$ cat src/rtl/gelato_pkg.sv
// Shared types and constants for the gelato issue path: execution-unit codes
// and the width of the per-unit credit counters.
package gelato_pkg;

   typedef enum logic [1:0] {
      UNIT_MEM     = 2'd0,
      UNIT_COMPUTE = 2'd1,
      UNIT_TENSOR  = 2'd2,
      UNIT_NONE    = 2'd3
   } exec_unit_e;

   localparam int NUM_EXEC_UNITS = 3;
   localparam int CREDIT_W       = 3;

endpackage

$ cat src/rtl/gelato_rr_picker.sv
// Combinational round-robin picker: first set request at or above ptr, wrapping.
// N must be a power of two so the index arithmetic wraps naturally.
module gelato_rr_picker
   import gelato_pkg::*;
#(
   parameter  int N  = 4,
   localparam int PW = $clog2(N)
) (
   input  logic [N-1:0]  req,
   input  logic [PW-1:0] ptr,
   output logic [N-1:0]  gnt,
   output logic [PW-1:0] gnt_idx,
   output logic          any_gnt
);

   logic [PW-1:0] idx;

   always_comb begin
      gnt     = '0;
      gnt_idx = '0;
      any_gnt = 1'b0;
      idx     = '0;
      for (int k = 0; k < N; k++) begin
         idx = ptr + PW'(k);
         if (!any_gnt && req[idx]) begin
            any_gnt      = 1'b1;
            gnt_idx      = idx;
            gnt[idx]     = 1'b1;
         end
      end
   end

endmodule

$ cat src/rtl/gelato_issue_arbiter.sv
// Credit-gated round-robin issue arbiter feeding a one-entry output register.
// Optional perf counters are compiled in with GELATO_ISSUE_PERF_EN.
module gelato_issue_arbiter
   import gelato_pkg::*;
#(
   parameter  int NUM_WARPS       = 4,
   parameter  int INST_WIDTH      = 64,
   parameter  int CREDITS_MEM     = 2,
   parameter  int CREDITS_COMPUTE = 4,
   parameter  int CREDITS_TENSOR  = 1,
   localparam int WARP_ID_WIDTH   = $clog2(NUM_WARPS)
) (
   input  logic                            clk,
   input  logic                            rst_n,
   input  logic                            rdy,
   input  logic [NUM_WARPS-1:0]            warp_valid,
   input  logic [2*NUM_WARPS-1:0]          warp_unit,
   input  logic [INST_WIDTH*NUM_WARPS-1:0] warp_inst,
   output logic [NUM_WARPS-1:0]            warp_grant,
   output logic                            issue_valid,
   input  logic                            issue_ready,
   output logic [WARP_ID_WIDTH-1:0]        issue_warp_id,
   output logic [1:0]                      issue_unit,
   output logic [INST_WIDTH-1:0]           issue_inst,
   input  logic [2:0]                      credit_return,
   output logic [2:0]                      unit_busy
`ifdef GELATO_ISSUE_PERF_EN
   ,
   output logic [31:0]                     perf_issue_count,
   output logic [31:0]                     perf_stall_count
`endif
);

   typedef enum logic {SLOT_EMPTY, SLOT_FULL} slot_state_e;

   slot_state_e              slot_state;
   logic [CREDIT_W-1:0]      credit [NUM_EXEC_UNITS];
   logic [WARP_ID_WIDTH-1:0] rr_ptr;
   logic [WARP_ID_WIDTH-1:0] pick_idx;
   logic [NUM_WARPS-1:0]     eligible;
   logic [NUM_WARPS-1:0]     pick_gnt;
   logic                     pick_any;
   logic                     slot_free;
   logic                     grant_fire;
   logic [3:0]               unit_avail;
   logic [2:0]               unit_take;
   logic [1:0]               grant_unit;
   logic [INST_WIDTH-1:0]    grant_inst;

   function automatic logic [CREDIT_W-1:0] credit_cap(input int u);
      case (u)
         0:       credit_cap = CREDIT_W'(CREDITS_MEM);
         1:       credit_cap = CREDIT_W'(CREDITS_COMPUTE);
         default: credit_cap = CREDIT_W'(CREDITS_TENSOR);
      endcase
   endfunction

   // A same-cycle return makes a drained unit usable; code 3 is never available.
   always_comb begin
      unit_avail = '0;
      for (int u = 0; u < NUM_EXEC_UNITS; u++)
         unit_avail[u] = (credit[u] != '0) || credit_return[u];
   end

   always_comb begin
      eligible = '0;
      for (int i = 0; i < NUM_WARPS; i++)
         eligible[i] = warp_valid[i] && unit_avail[warp_unit[2*i +: 2]];
   end

   gelato_rr_picker #(.N(NUM_WARPS)) u_picker (
      .req     (eligible),
      .ptr     (rr_ptr),
      .gnt     (pick_gnt),
      .gnt_idx (pick_idx),
      .any_gnt (pick_any)
   );

   assign slot_free  = !issue_valid || issue_ready;
   assign grant_fire = rdy && slot_free && pick_any;
   assign warp_grant = grant_fire ? pick_gnt : '0;
   assign grant_unit = warp_unit[{pick_idx, 1'b0} +: 2];

   always_comb begin
      grant_inst = '0;
      for (int i = 0; i < NUM_WARPS; i++)
         if (WARP_ID_WIDTH'(i) == pick_idx)
            grant_inst = warp_inst[i*INST_WIDTH +: INST_WIDTH];
   end

   always_comb begin
      unit_take = '0;
      for (int u = 0; u < NUM_EXEC_UNITS; u++)
         unit_take[u] = grant_fire && (grant_unit == 2'(u));
   end

   always_comb begin
      unit_busy = '0;
      for (int u = 0; u < NUM_EXEC_UNITS; u++)
         unit_busy[u] = (credit[u] == '0);
   end

   // Take plus return on one unit cancels; returns at the cap are dropped.
   always_ff @(posedge clk) begin
      if (!rst_n) begin
         for (int u = 0; u < NUM_EXEC_UNITS; u++)
            credit[u] <= credit_cap(u);
      end else if (rdy) begin
         for (int u = 0; u < NUM_EXEC_UNITS; u++) begin
            if (unit_take[u] && !credit_return[u])
               credit[u] <= credit[u] - CREDIT_W'(1);
            else if (!unit_take[u] && credit_return[u] && credit[u] != credit_cap(u))
               credit[u] <= credit[u] + CREDIT_W'(1);
         end
      end
   end

   always_ff @(posedge clk) begin
      if (!rst_n) begin
         slot_state    <= SLOT_EMPTY;
         issue_valid   <= 1'b0;
         issue_warp_id <= '0;
         issue_unit    <= '0;
         issue_inst    <= '0;
         rr_ptr        <= '0;
      end else if (rdy) begin
         case (slot_state)
            SLOT_EMPTY: begin
               if (grant_fire) begin
                  slot_state  <= SLOT_FULL;
                  issue_valid <= 1'b1;
               end
            end
            default: begin
               if (!grant_fire && issue_ready) begin
                  slot_state  <= SLOT_EMPTY;
                  issue_valid <= 1'b0;
               end
            end
         endcase
         if (grant_fire) begin
            issue_warp_id <= pick_idx;
            issue_unit    <= grant_unit;
            issue_inst    <= grant_inst;
            rr_ptr        <= pick_idx + WARP_ID_WIDTH'(1);
         end
      end
   end

`ifdef GELATO_ISSUE_PERF_EN
   always_ff @(posedge clk) begin
      if (!rst_n) begin
         perf_issue_count <= '0;
         perf_stall_count <= '0;
      end else if (rdy) begin
         if (grant_fire)
            perf_issue_count <= perf_issue_count + 32'd1;
         else if (|warp_valid)
            perf_stall_count <= perf_stall_count + 32'd1;
      end
   end
`endif

endmodule
$ cat config.mk
export PLATFORM = sky130hd
export DESIGN_NAME = gelato_issue_arbiter
export DESIGN_NICKNAME = d
export VERILOG_FILES = /design/src/rtl/gelato_pkg.sv /design/src/rtl/gelato_rr_picker.sv /design/src/rtl/gelato_issue_arbiter.sv
export SDC_FILE = /design/constraint.sdc
export NUM_CORES = 1
export LEC_CHECK = 0
export CAP_MARGIN = 15
export CORE_AREA = 8 8 129 220
export CTS_CLUSTER_DIAMETER = 120
export DETAILED_ROUTE_END_ITERATION = 16
export DIE_AREA = 0 0 137 228
export HOLD_SLACK_MARGIN = 0.12
export PLACE_DENSITY = 0.64
export SYNTH_ARGS = -nofsm -noshare
export SYNTH_HDL_FRONTEND = slang
export SYNTH_SLANG_ARGS = --single-unit
$ cat constraint.sdc
create_clock -name clk -period 6.9 [get_ports clk]
set_clock_uncertainty 0.15 [all_clocks]
set_input_delay 1.38 -clock clk [delete_from_list [all_inputs] [get_ports clk]]
set_output_delay 1.38 -clock clk [all_outputs]
set_load 0.05 [all_outputs]
* Yosys cells after proc, flatten, opt, wreduce, memory -nomap -nowiden
Memory sizes are Yosys's and may differ from the RTL's.
Index checks and enable logic that the tools add are counted.
W data, S select, Z words.
** Storage, ports and cells
- Bits in registers :: 72
- Bits of input ports :: 275
- Word-level logic and storage cells :: 193
- Memories kept :: 1
- Memory bits (writable) :: 9
** Operators by class
- $lt $le $gt $ge :: 12
- Multiplexer cells :: 93
- Shift operators :: 1
- Bitwise operators :: 9
- Reduce and logical (&&, ||, !) cells :: 52
- Equal/unequal tests :: 9
- $add $sub $neg :: 10
** Memory list
- credit :: depth 3, width 3, rd ports 3, clocked after memory_dff 0, write ports 3, line gelato_issue_arbiter.sv:37 : logic [CREDIT_W-1:0] credit [NUM_EXEC_UNITS];
** Operators with widths (count)
- $mux W64 :: 4
- $mux W3 :: 18
- $mux W1 :: 50
- $logic_and A1 B1 Y1 :: 26
- $lt A2 B3 Y1 const B :: 8
- $mux W4 :: 5
- $bmux W1 S2 :: 8
- $or A4 B4 Y4 :: 3
- $logic_not A1 Y1 :: 11
- $add A3 B1 Y3 const B :: 3
- $logic_not A3 Y1 :: 3
- $ne A3 B3 Y1 :: 3
- $reduce_bool A3 Y1 :: 3
- $sub A3 B1 Y3 const B :: 3
- $demux W1 S2 :: 4
- $ge A2 B1 Y1 const B :: 4
- $mux W2 :: 4
- $shiftx A8 B4 Y2 :: 1
- $or A1 B1 Y1 :: 6
- $add A2 B1 Y2 const B :: 2
- $add A2 B2 Y2 const B :: 2
- $eq A2 B2 Y1 const A :: 2
- $logic_not A2 Y1 :: 2
- $logic_or A1 B1 Y1 :: 4
- 7 further kinds :: 7

* Depth between registers and ports, before layout
An unclocked memory read counts as a cell.
- Depth in word-level cells :: 33
- Mapped depth :: 19

* By module
Synthesis repeated with hierarchy kept, for this count alone.
** Unflattened totals
- Cell total of the unflattened synthesis :: 841
- Area total of the unflattened synthesis :: 5921.9 µm²
** Modules (own cells, without submodules)
- gelato_issue_arbiter :: instances 1, seq. area each 1711.6 µm², cells each 796, area each 5500.3 µm²
- gelato_rr_picker :: instances 1, seq. area each 0.0 µm², cells each 45, area each 421.7 µm²

* Worst setup path before layout
OpenSTA, ideal clock, no wires.
- Path kind :: input -> output
- From :: input credit_return[0]
- To :: output warp_grant[0]
- Path slack :: 1.458 ns
- Stages on the path :: 8
- Arrival time :: 3.912 ns
- Cell sequence :: nor4_4 a221oi_2 or2_4 a221oi_4 o21ai_4 nor3_1 a221oi_1 nor2_1
** On the way
- Word-level cells in the longest chain between the ends :: 18
- Elaborated cells between the ends (all ways) :: 40
- Those cells by class :: mux (25); bitwise (3); reduce/logical (12)
** RTL lines
- start, declared :: line gelato_issue_arbiter.sv:25 : input logic [2:0] credit_return,
- $logic_or A1 B1 Y1 * :: line gelato_issue_arbiter.sv:62 : unit_avail[u] = (credit[u] != '0) || credit_return[u];
- $bmux W1 S2 :: line gelato_issue_arbiter.sv:68 : eligible[i] = warp_valid[i] && unit_avail[warp_unit[2*i +: 2]];
- $mux W1 (not written as such) :: line gelato_issue_arbiter.sv:68
- $logic_and A1 B1 Y1 :: line gelato_issue_arbiter.sv:68
- $bmux W1 S2 :: line gelato_rr_picker.sv:25 : if (!any_gnt && req[idx]) begin
- $mux W1 (not written as such) :: line gelato_rr_picker.sv:25
- $mux W1 :: line gelato_rr_picker.sv:25
- $logic_not A1 Y1 :: line gelato_rr_picker.sv:25
- [2 not listed]
- $logic_not A1 Y1 :: line gelato_rr_picker.sv:25
- $logic_and A1 B1 Y1 :: line gelato_rr_picker.sv:25
- $mux W1 :: line gelato_rr_picker.sv:25
- $logic_not A1 Y1 :: line gelato_rr_picker.sv:25
- $logic_and A1 B1 Y1 :: line gelato_rr_picker.sv:25
- $mux W1 :: line gelato_rr_picker.sv:25
- $logic_and A1 B1 Y1 :: line gelato_issue_arbiter.sv:80 : assign grant_fire = rdy && slot_free && pick_any;
- $mux W4 * :: line gelato_issue_arbiter.sv:81 : assign warp_grant = grant_fire ? pick_gnt : '0;
- end, declared :: line gelato_issue_arbiter.sv:19 : output logic [NUM_WARPS-1:0] warp_grant,
Mark *: on every way between the ends. The rest lies on a longest branch, timed or not. The select of a mux whose other input is x is not followed.

* Worst setup path in the final report
- From :: input credit_return[1]
- To :: output warp_grant[0]
The elaborated chain is that of the path after synthesis.

==> metrics.log <==
[metrics] pin count of the biggest net entering global routing: 68
[metrics] most area-consuming cells after synthesis: sky130_fd_sc_hd__dfxtp_1 23%, sky130_fd_sc_hd__o211a_1 11%, sky130_fd_sc_hd__a22oi_1 8.5%, sky130_fd_sc_hd__o211ai_1 8.2%, sky130_fd_sc_hd__a21oi_1 6.2%
[metrics] Cell Chain, Critical Path: clkdlybuf4s50_1, nor4_4, nor3_1, or2_4, a221oi_4, o21ai_4, nor3_1, a221oi_1, nor2_1, buf_4
[metrics] average detailed-routed wire length per instance: 20.6 µm
[metrics] required time of the critical path: 5.37 ns
[metrics] chip height: 228 µm
[metrics] max-slew violation total from the final report: 0
[metrics] buffer type at the clock tree root: sky130_fd_sc_hd__clkbuf_16
[metrics] post-layout minimum cycle time: 6.01 ns
[metrics] switching power as a share of total power: 54.4%
[metrics] setup repair after global routing missed its margin: no
[metrics] wire length reported by the detailed router: 29.1 mm
[metrics] CTS resizes: 0
[metrics] post-route DRC violation count: 0
[metrics] cell type contributing the most total cell area after synthesis: sky130_fd_sc_hd__dfxtp_1
[metrics] post-synth net total: 1077
[metrics] number of top-level design ports: 351
[metrics] endpoint class of the critical path: output port
[metrics] area share of the largest cell type after synthesis: 23.2%
[metrics] number of buffers on the longest clock path: 2
[metrics] Fmax achieved: 166 MHz
[metrics] worst-margin pin slew: 0.741 ns
[metrics] most frequent CP cell: sky130_fd_sc_hd__nor3_1
[metrics] number of nets in the finished design: 1384
[metrics] global-route wire length before repair: 43.5 mm
[metrics] die boundary width: 137 µm
[metrics] fill cell total of the finished layout: 2594
[metrics] highest-delay cell along the critical path: sky130_fd_sc_hd__a221oi_4
[metrics] final worst path period share: 87.1%
[metrics] summed negative setup slack over all endpoints: 0 ns
[metrics] via density per instance: 5.17
[metrics] Floorplan Core Area: 25200 µm²
[metrics] number of cells on the worst hold path: 1
[metrics] share of synthesized area occupied by flip-flops and latches: 27.6%
[metrics] type of the worst setup path: input port to output port
[metrics] most frequent cells in the layout: 345 x sky130_fd_sc_hd__clkdlybuf4s50_1, 91 x sky130_fd_sc_hd__nor2_1, 84 x sky130_fd_sc_hd__nand2_1
[metrics] fraction of power consumed by the clock network: 8.2%
[metrics] Max-slew headroom: 50.0%
[metrics] Port Buffer Count: 350
[metrics] clock slew at the register clock pins of the worst setup and hold paths: 0.06 ns
[metrics] Vias: 7309
[metrics] count of different cell masters after synthesis: 67
[metrics] share of synthesized registers carrying an async set or reset: 0%
[metrics] Synth Cell Area: 6210 µm²
[metrics] endpoint of the worst hold-timing path: issue_valid
[metrics] sequential cell fraction of total power: 14.3%
[metrics] clock insertion delay at the later pin of the skew report: 0.34 ns
[metrics] critical path data arrival time: 4.48 ns
[metrics] global router's overall resource usage: 18.2%
[metrics] type of the most critical hold path: flop to flop
[metrics] maximum fanout count along the critical path: 7
[metrics] Synth Warn #: 0
[metrics] number of hold-repair buffers added at the cts stage: 0
[metrics] fraction of layout cells with a size suffix above 1: 5.85%
[metrics] worst reg2reg path endpoint: credit[0][2]
[metrics] number of synthesized flops with an enable pin: 9
[metrics] launch instance of the worst register-to-register path: rr_ptr[1]
[metrics] first-pass iteration count of the detailed router: 5
[metrics] TritonCTS clock tree: built
[metrics] max cap viols: 0
[metrics] initial cell density of the core: 24.6%
[metrics] most common cell after layout, fill and taps aside: sky130_fd_sc_hd__clkdlybuf4s50_1
[metrics] Final Hold Fails: 0
[metrics] worst reg2reg path depth: 16
[metrics] mean cell area of the mapped netlist: 7.92 µm²
[metrics] Worst setup SP type: input port
[metrics] combinational share of power: 77.6%
[metrics] number of instances in the synthesized netlist: 784
[metrics] via count of the first global-routing pass: 7431
[metrics] launch instance of the worst min-delay path: slot_state
[metrics] final HPWL from detailed placement: 23.1 mm
[metrics] crit-path max cell delay: 0.52 ns
[metrics] Overflow after GRT: 0
[metrics] area delta synth->final: 67.0%
[metrics] number of levels the H-tree was split into: 3
[metrics] total power draw: 0.00627 W
[metrics] Internal Power: 0.00286 W
[metrics] number of synthesized register bits: 81
[metrics] Synth Flop Type: sky130_fd_sc_hd__dfxtp_1
[metrics] antenna violations before repair: 4
[metrics] buffer count from post-CTS setup fixing: 0
[metrics] Peak supply drop: 0.387 mV
[metrics] R2R Setup Slk: 1.73 ns
[metrics] die area: 31200 µm²
[metrics] clk sink count: 81
[metrics] source of the critical timing path: credit_return[1]
[metrics] number of antenna-violating nets in the routed design: 0
[metrics] reported leakage power: 4.30 nW
[metrics] TritonCTS Buffers: 9
[metrics] result of the run: finished clean
[metrics] DR iter-0 viols: 337
[metrics] final count of negative-setup-slack endpoints: 0
[metrics] number of core rows: 77
[metrics] switching power summed over all nets: 0.00341 W
[metrics] PwrDens: 604 nW/µm²
[metrics] weighted congestion reported at the end of routability-driven placement: 0.926
[critical path, delay by kind of cell]
kind                   cells  cell delay (ns)
AND/OR/NAND/NOR            5             1.53
buffers and inverters      2             0.70
AO/OA/AOI/OAI              3             0.85
[how the worst max path moves through the flow]
stage / slack (ns) / cells past startpoint / endpoint
global route: 0.70 / 11 / warp_grant[2]
global placement: 0.87 / 16 / credit[0][2]
detailed placement: 0.86 / 16 / credit[0][2]
finish: 0.89 / 10 / warp_grant[0]
floorplan: 1.46 / 8 / warp_grant[0]
CTS: 0.93 / 10 / warp_grant[0]
[flip-flops by register name, summed over array words and instances (netlist names)]
| signal | count |
|---|---|
| credit | 9 |
| rr_ptr | 2 |
| issue_valid | 1 |
| slot_state | 1 |
| issue_warp_id | 2 |
| issue_unit | 2 |
| issue_inst | 64 |
[cells by family (layout without fill, tap and decap cells)]
kind of cell	after synthesis	after routing	share of synthesized area [%]
simple gates	243	243	18.5
xor+xnor	3	3	0.423
mux	10	10	1.89
compound gates	342	342	42.5
flops	81	81	27.6
other cells	0	3	0
buf+inv	87	397	5.26
fa+ha+maj	18	18	3.87
[area by class of cell]
class                   count  area, µm²  area share [%]
clock inverters             2       35.0           0.338
flip-flops and latches     81       1710            16.5
clock buffers              12        278            2.68
inverters                  15       56.3           0.543
repair buffers            368       3670            35.4
diodes                      3       7.51          0.0724
well taps                 316        395            3.81
multi-input cells         616       4210            40.6
[routing by layer]
metal | track usage, % | vias to the layer above | share of wire [%]
met5 | 0 | - | 0.045
met4 | 8.26 | 2 | 3.4
met3 | 4.60 | 46 | 5.9
met2 | 32.8 | 242 | 54
met1 | 19.0 | 3443 | 36
li1 | - | 3576 | -
[power by group through the flow]
stage	clock [W]	sequential, W	combinational [W]
detailed placement	0	0.000903	0.00490
finish	0.000511	0.000895	0.00486
global placement	0	0.000897	0.00488
floorplan	0	0.00156	0.00266
global route	0.000551	0.000925	0.00533
CTS	0.000532	0.000896	0.00492
[Yosys cell counts, drive strengths merged, types with 2 or more instances]
| library cell | number |
|---|---|
| fa | 2 |
| dfxtp | 72 |
| buf | 6 |
| or2 | 4 |
| mux2i | 8 |
| nand4b | 2 |
| o211ai | 68 |
| nand2b | 9 |
| o21bai | 2 |
| a2bb2oi | 2 |
| nor4 | 4 |
| inv | 14 |
| o21ai | 20 |
| and3 | 5 |
| nand3 | 7 |
| or4bb | 3 |
| o311ai | 2 |
| a22oi | 70 |
| and2 | 3 |
| nor2b | 13 |
| nor3 | 10 |
| ha | 16 |
| o21a | 2 |
| a211oi | 2 |
| a21o | 4 |
| nand2 | 84 |
| o211a | 67 |
| nor3b | 4 |
| edfxtp | 9 |
| xor2 | 2 |
| clkbuf | 66 |
| a21oi | 77 |
| nor2 | 91 |
| a221oi | 13 |
| a31oi | 2 |
| o22ai | 2 |
[metrics by stage]
| stage | std cells | worst slack [ns] | area [µm²] | utilization, % | hold WS [ns] |
|---|---|---|---|---|---|
| 2_1_floorplan | 784 | 1.46 | 6210 | - | 0.257 |
| 3_3_place_gp | 1396 | 0.868 | 10000 | 39.8 | 0.266 |
| 3_5_place_dp | 1396 | 0.863 | 10000 | 39.8 | 0.283 |
| 4_1_cts | 1410 | 0.932 | 10400 | 41.1 | 0.292 |
| 5_1_grt | 1413 | 0.697 | 10400 | 41.1 | 0.308 |
| 6_report | 1413 | 0.893 | 10400 | 41.1 | 0.288 |
Power figures use the tool's default switching activity.
